==> src/rtl/wb_mux_n_guard_pkg.sv <==
// wb_guard_pkg
// Shared types and sizing helpers for the guarded N-way Wishbone slave mux.
//   state_t    : FSM states of the mux (IDLE, BUSY, DERR)
//   sel_idx_w  : width of a slave index for a given slave count (at least 1 bit)
//   cnt_w      : width of the no-ack timeout counter for a given timeout length
package wb_guard_pkg;

  typedef enum logic [1:0] {
    IDLE = 2'd0,
    BUSY = 2'd1,
    DERR = 2'd2
  } state_t;

  // SEL_IDX_W = $clog2(N_SLAVES>1 ? N_SLAVES : 2); the slave count is a module
  // parameter, so the package provides it as a function.
  function automatic int sel_idx_w(input int n_slaves);
    return $clog2((n_slaves > 1) ? n_slaves : 2);
  endfunction

  // The counter only has to reach TIMEOUT_CYCLES-1 before the abort fires.
  function automatic int cnt_w(input int timeout_cycles);
    return (timeout_cycles > 1) ? $clog2(timeout_cycles) : 1;
  endfunction

endpackage

==> src/rtl/wb_mux_n_guard_addr_decoder.sv <==
// wb_addr_decoder
// Combinational address decoder for the guarded Wishbone mux.
// Compares the master address against N base/mask pairs and reports the
// lowest-index slave that matches.
// Ports:
//   adr      in   ADDR_WIDTH   master address
//   hit_any  out  1            at least one enabled slave matches
//   idx      out  IDX_W        index of the lowest matching slave (0 when no hit)
module wb_addr_decoder #(
  parameter int N_SLAVES   = 4,
  parameter int ADDR_WIDTH = 32,
  parameter int IDX_W      = 2,
  parameter logic [N_SLAVES*ADDR_WIDTH-1:0] SLAVE_ADDR = '0,
  parameter logic [N_SLAVES*ADDR_WIDTH-1:0] SLAVE_MASK = '0
) (
  input  logic [ADDR_WIDTH-1:0] adr,
  output logic                  hit_any,
  output logic [IDX_W-1:0]      idx
);

  logic [N_SLAVES-1:0] hit;

  // A slave with an all-zero mask would otherwise match every address, so a
  // zero mask is treated as "slot disabled".
  always_comb begin
    hit = '0;
    for (int i = 0; i < N_SLAVES; i++) begin
      hit[i] = (|SLAVE_MASK[i*ADDR_WIDTH +: ADDR_WIDTH]) &&
               (((adr ^ SLAVE_ADDR[i*ADDR_WIDTH +: ADDR_WIDTH]) &
                 SLAVE_MASK[i*ADDR_WIDTH +: ADDR_WIDTH]) == '0);
    end
  end

  // Scanning downwards lets the lowest matching index overwrite the others.
  always_comb begin
    idx = '0;
    for (int i = N_SLAVES - 1; i >= 0; i--) begin
      if (hit[i]) begin
        idx = IDX_W'(i);
      end
    end
  end

  assign hit_any = |hit;

endmodule

==> src/rtl/wb_mux_n_guard.sv <==
// wb_mux_n_guard
// Guarded N-way Wishbone classic slave mux. Decodes the master address against
// N base/mask pairs, routes one cycle to the selected slave, answers unmapped
// addresses with a bus error, aborts slaves that never respond, and keeps a
// record of the last failing address plus a saturating error count.
// Ports:
//   clk_i, rst_ni               clock, asynchronous active-low reset
//   wbm_*                       master-side Wishbone (adr/dat/we/sel/cyc/stb in,
//                               dat/ack/err/rty out)
//   wbs_*                       N packed slave-side Wishbone ports
//   timeout_o                   one-cycle pulse on a timeout abort
//   err_adr_o                   address of the latest decode error or timeout
//   err_cnt_o                   decode errors plus timeouts, saturating at 255
module wb_mux_n_guard
  import wb_guard_pkg::*;
#(
  parameter int N_SLAVES       = 4,
  parameter int ADDR_WIDTH     = 32,
  parameter int DATA_WIDTH     = 32,
  parameter int SEL_WIDTH      = DATA_WIDTH / 8,
  parameter logic [N_SLAVES*ADDR_WIDTH-1:0] SLAVE_ADDR = '0,
  parameter logic [N_SLAVES*ADDR_WIDTH-1:0] SLAVE_MASK = '0,
  parameter int TIMEOUT_CYCLES = 255
) (
  input  logic                           clk_i,
  input  logic                           rst_ni,
  input  logic [ADDR_WIDTH-1:0]          wbm_adr_i,
  input  logic [DATA_WIDTH-1:0]          wbm_dat_i,
  output logic [DATA_WIDTH-1:0]          wbm_dat_o,
  input  logic                           wbm_we_i,
  input  logic [SEL_WIDTH-1:0]           wbm_sel_i,
  input  logic                           wbm_cyc_i,
  input  logic                           wbm_stb_i,
  output logic                           wbm_ack_o,
  output logic                           wbm_err_o,
  output logic                           wbm_rty_o,
  output logic [N_SLAVES*ADDR_WIDTH-1:0] wbs_adr_o,
  output logic [N_SLAVES*DATA_WIDTH-1:0] wbs_dat_o,
  input  logic [N_SLAVES*DATA_WIDTH-1:0] wbs_dat_i,
  output logic [N_SLAVES-1:0]            wbs_we_o,
  output logic [N_SLAVES*SEL_WIDTH-1:0]  wbs_sel_o,
  output logic [N_SLAVES-1:0]            wbs_cyc_o,
  output logic [N_SLAVES-1:0]            wbs_stb_o,
  input  logic [N_SLAVES-1:0]            wbs_ack_i,
  input  logic [N_SLAVES-1:0]            wbs_err_i,
  input  logic [N_SLAVES-1:0]            wbs_rty_i,
  output logic                           timeout_o,
  output logic [ADDR_WIDTH-1:0]          err_adr_o,
  output logic [7:0]                     err_cnt_o
);

  localparam int SEL_IDX_W = sel_idx_w(N_SLAVES);
  localparam int CNT_W     = cnt_w(TIMEOUT_CYCLES);
  localparam logic [CNT_W-1:0] TO_LAST =
    CNT_W'((TIMEOUT_CYCLES > 0) ? TIMEOUT_CYCLES - 1 : 0);

  state_t                state_q, state_d;
  logic [SEL_IDX_W-1:0]  sel_q, sel_d;
  logic [CNT_W-1:0]      cnt_q, cnt_d;
  logic [ADDR_WIDTH-1:0] err_adr_q, err_adr_d;
  logic [7:0]            err_cnt_q, err_cnt_d;

  logic                  dec_hit;
  logic [SEL_IDX_W-1:0]  dec_idx;

  logic                  s_ack, s_err, s_rty;
  logic [DATA_WIDTH-1:0] s_dat;
  logic                  s_resp;
  logic                  timeout_hit;

  wb_addr_decoder #(
    .N_SLAVES   (N_SLAVES),
    .ADDR_WIDTH (ADDR_WIDTH),
    .IDX_W      (SEL_IDX_W),
    .SLAVE_ADDR (SLAVE_ADDR),
    .SLAVE_MASK (SLAVE_MASK)
  ) u_decoder (
    .adr     (wbm_adr_i),
    .hit_any (dec_hit),
    .idx     (dec_idx)
  );

  // Address, data, write enable and byte selects fan out to every slot; only
  // cyc/stb decide which slave actually sees the cycle.
  assign wbs_adr_o = {N_SLAVES{wbm_adr_i}};
  assign wbs_dat_o = {N_SLAVES{wbm_dat_i}};
  assign wbs_we_o  = {N_SLAVES{wbm_we_i}};
  assign wbs_sel_o = {N_SLAVES{wbm_sel_i}};

  assign err_adr_o = err_adr_q;
  assign err_cnt_o = err_cnt_q;

  // Response lines of the latched slave. The loop compare keeps the select
  // in range even when SEL_IDX_W can encode more slots than exist.
  always_comb begin
    s_ack = 1'b0;
    s_err = 1'b0;
    s_rty = 1'b0;
    s_dat = '0;
    for (int i = 0; i < N_SLAVES; i++) begin
      if (sel_q == SEL_IDX_W'(i)) begin
        s_ack = wbs_ack_i[i];
        s_err = wbs_err_i[i];
        s_rty = wbs_rty_i[i];
        s_dat = wbs_dat_i[i*DATA_WIDTH +: DATA_WIDTH];
      end
    end
  end

  assign s_resp = s_ack | s_err | s_rty;

  // A response on the final counted cycle wins over the abort.
  assign timeout_hit = (TIMEOUT_CYCLES != 0) && (cnt_q == TO_LAST) && !s_resp;

  always_ff @(posedge clk_i or negedge rst_ni) begin
    if (!rst_ni) begin
      state_q   <= IDLE;
      sel_q     <= '0;
      cnt_q     <= '0;
      err_adr_q <= '0;
      err_cnt_q <= '0;
    end else begin
      state_q   <= state_d;
      sel_q     <= sel_d;
      cnt_q     <= cnt_d;
      err_adr_q <= err_adr_d;
      err_cnt_q <= err_cnt_d;
    end
  end

  always_comb begin
    state_d   = state_q;
    sel_d     = sel_q;
    cnt_d     = cnt_q;
    err_adr_d = err_adr_q;
    err_cnt_d = err_cnt_q;
    wbs_cyc_o = '0;
    wbs_stb_o = '0;
    wbm_ack_o = 1'b0;
    wbm_err_o = 1'b0;
    wbm_rty_o = 1'b0;
    wbm_dat_o = '0;
    timeout_o = 1'b0;

    case (state_q)
      IDLE: begin
        if (wbm_cyc_i && wbm_stb_i) begin
          if (dec_hit) begin
            sel_d   = dec_idx;
            cnt_d   = '0;
            state_d = BUSY;
          end else begin
            state_d = DERR;
          end
        end
      end

      BUSY: begin
        if (!wbm_cyc_i) begin
          // Master abort: everything stays quiet, counter untouched.
          state_d = IDLE;
        end else if (timeout_hit) begin
          wbm_err_o = 1'b1;
          timeout_o = 1'b1;
          err_adr_d = wbm_adr_i;
          err_cnt_d = (err_cnt_q == 8'hFF) ? err_cnt_q : err_cnt_q + 8'd1;
          state_d   = IDLE;
        end else begin
          for (int i = 0; i < N_SLAVES; i++) begin
            if (sel_q == SEL_IDX_W'(i)) begin
              wbs_cyc_o[i] = 1'b1;
              wbs_stb_o[i] = wbm_stb_i;
            end
          end
          wbm_ack_o = s_ack;
          wbm_err_o = s_err;
          wbm_rty_o = s_rty;
          wbm_dat_o = s_dat;
          if (s_resp) begin
            state_d = IDLE;
          end else begin
            cnt_d = cnt_q + CNT_W'(1);
          end
        end
      end

      DERR: begin
        wbm_err_o = 1'b1;
        err_adr_d = wbm_adr_i;
        err_cnt_d = (err_cnt_q == 8'hFF) ? err_cnt_q : err_cnt_q + 8'd1;
        state_d   = IDLE;
      end

      default: begin
        state_d = IDLE;
      end
    endcase
  end

endmodule
==> config.mk <==
export PLATFORM = sky130hd
export DESIGN_NAME = wb_mux_n_guard
export DESIGN_NICKNAME = d
export VERILOG_FILES = /design/src/rtl/wb_mux_n_guard_pkg.sv /design/src/rtl/wb_mux_n_guard_addr_decoder.sv /design/src/rtl/wb_mux_n_guard.sv
export SDC_FILE = /design/constraint.sdc
export NUM_CORES = 1
export LEC_CHECK = 0
export BUFFER_PORTS_ARGS = -buffer_cell sky130_fd_sc_hd__buf_2
export CELL_PAD_IN_SITES_DETAIL_PLACEMENT = 0
export CELL_PAD_IN_SITES_GLOBAL_PLACEMENT = 1
export CORE_AREA = 2 2 223 225
export CTS_BUF_LIST = sky130_fd_sc_hd__clkbuf_16
export DETAILED_ROUTE_END_ITERATION = 6
export DIE_AREA = 0 0 225 227
export PLACE_DENSITY = 0.53
export SYNTH_ARGS = -nofsm -noshare
export SYNTH_HDL_FRONTEND = slang
export SYNTH_SLANG_ARGS = --single-unit
==> constraint.sdc <==
create_clock -name clk_i -period 1.3 [get_ports clk_i]
set_input_delay 0.13 -clock clk_i [delete_from_list [all_inputs] [get_ports clk_i]]
set_output_delay 0.13 -clock clk_i [all_outputs]
set_load 0.05 [all_outputs]
==> results of run 1 <==
[power by group through the flow]
stage | logic (mW) | clock network, mW | registers (mW)
floorplan | 2.99 | 0 | 2.73
global placement | 3.11 | 0 | 1.77
detailed placement | 3.12 | 0 | 1.78
CTS | 3.17 | 1.81 | 1.75
global route | 3.34 | 1.81 | 1.80
finish | 3.19 | 1.61 | 1.75
[metal layers]
metal  global-route usage  vias up  part of all wire  wire (um)
met4              0.03739        2             0.076        705
met3              0.02981       51              0.18       1626
met1              0.03066      894              0.32       3000
met2              0.04918      211              0.42       3944
li1                     -      876                 -          -
met5                    0        -           0.00086          8
[worst register-to-register path: stages (launching register included)]
cell and delay (ns):
dfrtp_2 0.44, ha_4 0.19, and3_4 0.17, nand4_1 0.08
mux2_4 0.30
[cells in the mapped netlist]
cell type	number	area share
buf_4	320	0.60
dfrtp_1	41	0.26
mux2_2	32	0.090
nand2_1	4	0.0037
buf_2	3	0.0037
nand4_1	3	0.0047
a21oi_1	2	0.0025
mux2_1	2	0.0056
nor2_1	2	0.0019
xnor2_1	2	0.0044
xor2_1	2	0.0044
a211oi_2	1	0.0031
and3_1	1	0.0016
and3_4	1	0.0028
and4_1	1	0.0022
conb_1	1	0.00093
ha_1	1	0.0031
inv_1	1	0.00093
mux2_4	1	0.0037
nand3_1	1	0.0012
o211ai_1	1	0.0019
o21ai_2	1	0.0022
o22ai_1	1	0.0016
[area by class of cell]
cell class / instances / area (um^2)
Antenna cell: 1 / 2.502
Clock buffer: 5 / 125.1
Clock inverter: 3 / 46.29
Fill cell: 5646 / 44540
Inverter: 1 / 3.754
Multi-Input combinational cell: 102 / 764.5
Sequential cell: 41 / 1037
Tap cell: 622 / 778.2
Timing Repair Buffer: 223 / 1249
[how the worst max path moves through the flow]
stage | from | to | slack [ns] | depth (start not counted)
after detailed placement | err_cnt_o[0] | err_cnt_o[6] | 0.005 | 4
after global routing | err_cnt_o[0] | err_cnt_o[6] | -0.05 | 4
after CTS | err_cnt_o[0] | err_cnt_o[1] | -0.001 | 4
after global placement | err_cnt_o[0] | err_cnt_o[6] | 0.01 | 4
final | err_cnt_o[0] | err_cnt_o[6] | 0.009 | 4
after floorplan | err_cnt_o[0] | err_cnt_o[6] | -0.16 | 4
[state kept, by name, summed over array words and instances (netlist names)]
register,count
state_q,1
err_cnt_o,8
err_adr_o,32
[repair_timing]
action / in CTS / in global routing
endpoints found under the hold margin: 42 / 0
cloned: 1 / 0
setup endpoints to repair: 2 / 14
buffers inserted: 3 / 4
hold buffers: 3 / 0
gates resized for setup: 4 / 4
pin swaps: 2 / 6
[per-stage QoR]
step | util | std cells | setup TNS, ns
5_1_grt | 0.08248 | 997 | -0.1559
3_3_place_gp | 0.07554 | 978 | 0
4_1_cts | 0.08139 | 993 | -0.001384
6_report | 0.08253 | 998 | 0
2_1_floorplan | - | 467 | -0.4357
3_5_place_dp | 0.07554 | 978 | 0
[cell families (layout without fill, tap and decap cells)]
logic type                 count (synthesis)  count (layout)  share of synthesized area
other                                      1              44                  0.0009343
xor gates and xnor gates                   4               4                   0.008730
and+or+nand+nor                           13              13                    0.01808
muxes                                     35              35                    0.09913
DFF                                       41              41                     0.2556
AOI/OAI and AO/OA                          6               6                    0.01122
adders and majority gates                  1               1                   0.003117
buffers and inverters                    324             232                     0.6032
==> key figures, run 1 <==
Logic synthesis
  – Seq cells post-synth: 41
  – Netlist Area Pre-Place: 4014 um^2
  – Syn Inst Count: 425
  – Sequential-to-total area share from yosys stat: 0.2556
  – Syn avg cell area: 9.444 um^2
  – Synth warn: 0
  – Yosys cell types: 23

Floorplan
  – Die width: 225 um
  – Initial Utilization: 0.08268
  – Row cnt: 81
  – # IOs: 573
  – Die footprint: 51080 um^2
  – Core ar.: 48550 um^2
  – Die Ht: 227 um

Cells and area
  – Nets@finish: 588
  – Share of cells above drive strength 1: 0.7387
  – Commonest non-fill, non-tap cell in the layout: buf_2
  – Design Area, Final: 4006 um^2
  – Most frequent cells in the layout: buf_2 (203), conb_1 (43), mux2_2 (32), dfrtp_1 (32), buf_4 (12)
  – Area growth syn-to-layout: -0.1871%

Timing
  – Final max-slew violation count: 0
  – Final hold violation count: 0
  – Hold Worst Slack: 0.08177 ns
  – Max Freq: 774.6 MHz
  – Endpoints failing setup: 0
  – Final min period: 1.291 ns
  – Clock Skew: 0.006961 ns
  – RSZ-0062 raised after global routing: true
  – Period utilization: 0.9930
  – Worst Setup Slack, final: 0.009051 ns

CTS
  – Clk Latency, worst-skew pair: 0.32 ns
  – CTS Root Cell: clkbuf_16
  – Clock sinks: 41
  – CTS tree: built
  – Clock transition at the registers of the reported paths: 0.08 ns
  – H-tree levels: 2
  – CTS max path bufs: 2
  – Inserted Clock Buffers: 5

Power and ir drop
  – Power per cell area: 1636 nW/um^2
  – Sequential share of power: 0.267
  – VDD IR max: 0.9445 mV
  – Logic pwr share: 0.487
  – Leak: 1.830 nW
  – Total power: 6.555 mW
  – Internal power: 3.214 mW
  – Switching Fraction: 0.5097
  – Switching pwr: 3.341 mW
  – Clock network power share: 0.246

Setup path
  – CP Cell Sequence: ha_4, and3_4, nand4_1, mux2_4
  – Delay-heaviest family, CP: flip-flops
  – Reg2reg path depth: 4
  – Reg-to-reg startpoint: err_cnt_o[0]
  – Max incr delay on CP: 0.44 ns
  – Bufs and invs on worst path: 0
  – Crit path kind: reg2reg
  – Crit path arrival time: 1.50 ns
  – Reg2reg end: err_cnt_o[6]
  – Crit. End Element: flip-flop
  – CP max FO: 4
  – Worst Path Required: 1.51 ns
  – Reg-to-reg slack, setup: 0.009 ns
  – Critical path startpoint category: flip-flop
  – Slowest cell on crit path: dfrtp_2

Route
  – Via count: 2034
  – WL final: 9285 um
  – WL/cell: 9.304 um
  – Initial DRC count: 39
  – Residual DRC count: 0
  – Via density: 2.038
  – First-pass detailed-route iteration total: 2
  – Post-DRT Antenna Nets: 0

Flow run
  – Max-cap viol count: 0

Min path
  – Worst Hold Path EP: err_adr_o[8]
  – Hold crit path type: in2reg
  – Worst hold stages: 2
  – Hold Startpoint: wbm_adr_i[8]

GRT
  – Initial antenna violation count: 1
  – GR Util All Layers: 0.03559
  – Vias in the first global route: 1782
  – Remaining global-route overflow: 0
  – First-pass GRT wire length: 11980 um
  – Largest net degree at the start of global routing: 42

Run status
  – Status: complete, no violations

Placed design
  – Dpl ws: 0.004509 ns
  – DP HPWL: 6811 um
  – Port bufs: 204
  – Routability congestion estimate: 0.6129
  – Placed Area: 3667 um^2
No activity file was read; power rests on OpenSTA's default activity.
==> run 2: changes to the inputs <==
- CELL_PAD_IN_SITES_DETAIL_PLACEMENT: 0 -> unset
- CELL_PAD_IN_SITES_GLOBAL_PLACEMENT: 1 -> unset
- CORE_AREA: 2 2 223 225 -> 2 2 220 222
- DIE_AREA: 0 0 225 227 -> 0 0 222 224
- PLACE_DENSITY: 0.53 -> 0.41
==> key figures, run 2 (same netlist as run 1, synthesis figures left out) <==
Placed design
  – DP HPWL: 6863 um
  – Dpl ws: 0.007615 ns
  – Port bufs: 204
  – Routability congestion estimate: 0.6218

GRT
  – Vias in the first global route: 1734
  – Remaining global-route overflow: 0
  – Largest net degree at the start of global routing: 42
  – Initial antenna violation count: 1
  – First-pass GRT wire length: 11490 um
  – GR Util All Layers: 0.03259

Floorplan
  – # IOs: 573
  – Initial Utilization: 0.08478
  – Die width: 222 um
  – Core ar.: 47350 um^2
  – Die footprint: 49730 um^2
  – Die Ht: 224 um
  – Row cnt: 80

Power and ir drop
  – Leak: 1.806 nW
  – Total power: 6.499 mW
  – VDD IR max: 0.7728 mV
  – Power per cell area: 1649 nW/um^2

Flow run
  – Max-cap viol count: 0

Run status
  – Status: complete, no violations

CTS
  – CTS max path bufs: 2
  – CTS Root Cell: clkbuf_16
  – CTS tree: built
  – H-tree levels: 2
  – Clock sinks: 41
  – Inserted Clock Buffers: 5
  – Clk Latency, worst-skew pair: 0.31 ns
  – Clock transition at the registers of the reported paths: 0.07 ns

Setup path
  – Worst Path Required: 1.49 ns
  – Bufs and invs on worst path: 0
  – Max incr delay on CP: 0.43 ns
  – Crit path kind: reg2reg
  – Crit path arrival time: 1.49 ns
  – CP Cell Sequence: ha_4, and3_4, nand4_1, mux2_4
  – Slowest cell on crit path: dfrtp_2
  – CP max FO: 4
  – Delay-heaviest family, CP: flip-flops
  – Crit. End Element: flip-flop
  – Critical path startpoint category: flip-flop

Cells and area
  – Final Util: 0.08322
  – Multi-input logic area: 764.5 um^2
  – ANT cells: 0
  – Sequential cell area: 1037 um^2
  – Area growth syn-to-layout: -1.839%
  – Most frequent cells in the layout: buf_2 (203), conb_1 (43), mux2_2 (32), dfrtp_1 (32), buf_4 (10)
  – Nets@finish: 583
  – Max reg flops: 32
  – Filler instances: 5482
  – Commonest non-fill, non-tap cell in the layout: buf_2
  – Share of cells above drive strength 1: 0.7405

Timing
  – Clock Skew: 0.01131 ns
  – Final min period: 1.292 ns
  – Period utilization: 0.9938
  – Max Freq: 774.0 MHz
  – Final max-slew violation count: 0
  – RSZ-0062 raised after global routing: true
  – Worst Setup Slack, final: 0.008085 ns
  – Final hold violation count: 0
  – Endpoints failing setup: 0
  – Hold Worst Slack: 0.03895 ns
  – Setup TNS: 0 ns

Min path
  – Hold crit path type: in2reg

Route
  – Max Used Layer: met5
  – Post-DRT Antenna Nets: 0
  – M1 WL: 2601 um
  – Initial DRC count: 52
  – Via density: 2.059
  – WL final: 8608 um
  – Met3 wire length: 1379 um
  – Metal2 WL: 3869 um
  – WL/cell: 8.739 um
  – First-pass detailed-route iteration total: 4
  – Residual DRC count: 0
  – Via count: 2028
## run 2: cell type report
class                   count  area share
clock buffers               5     0.03176
multi-input cells         102      0.1940
flip-flops and latches     41      0.2633
clock inverters             3     0.01175
inverters                   1   0.0009527
well taps                 615      0.1953
repair buffers            218      0.3030
## run 2: report_power, final
group | internal [mW] | total (mW) | switching, mW | leakage, nW
clock network | 0.912 | 1.53 | 0.622 | 0.0800
registers | 1.56 | 1.73 | 0.178 | 0.480
logic | 0.752 | 3.23 | 2.48 | 1.25
total | 3.22 | 6.50 | 3.28 | 1.81
## run 2: final timing paths
| path | start | to | slack, ns | depth (start not counted) |
|---|---|---|---|---|
| setup / recovery | err_cnt_o[0] | err_cnt_o[6] | 0.008 | 4 |
| hold reg to reg | err_adr_o[23] | err_adr_o[23] | 0.50 | 1 |
| hold / removal | wbm_stb_i | state_q[1] | 0.04 | 3 |
| max in group asynchronous | rst_ni | err_adr_o[21] | 0.75 | 3 |
| setup reg to reg | err_cnt_o[0] | err_cnt_o[6] | 0.008 | 4 |
| min in group asynchronous | rst_ni | err_adr_o[9] | 0.32 | 3 |
## run 2: timing repair
| item | 4_1_cts | 5_1_grt |
|---|---|---|
| hold buffers | 1 | 0 |
| gates resized for setup | 2 | 6 |
| pin swaps | 0 | 5 |
| endpoints found under the hold margin | 41 | 0 |
| cloned | 1 | 0 |
| setup buffers | 0 | 2 |
| setup endpoints to repair | 1 | 3 |
## run 2: layer usage
layer	global-route usage	vias to the layer above
li1	-	864
met2	0.04960	214
met1	0.02737	889
met4	0.03727	2
met5	0	-
met3	0.02072	59
## run 2: tightest hold or removal path, delay by kind of cell
| kind | cells | cell delay, ns |
|---|---|---|
| AND/OR/NAND/NOR | 2 | 0.09 |
| buffers and inverters | 1 | 0.10 |
## run 2: stage by stage
stage / instances / instance area [um^2]
after floorplan: 467 / 4212
after global placement: 973 / 3674
after detailed placement: 973 / 3674
after CTS: 983 / 3894
after global routing: 985 / 3940
final: 985 / 3940
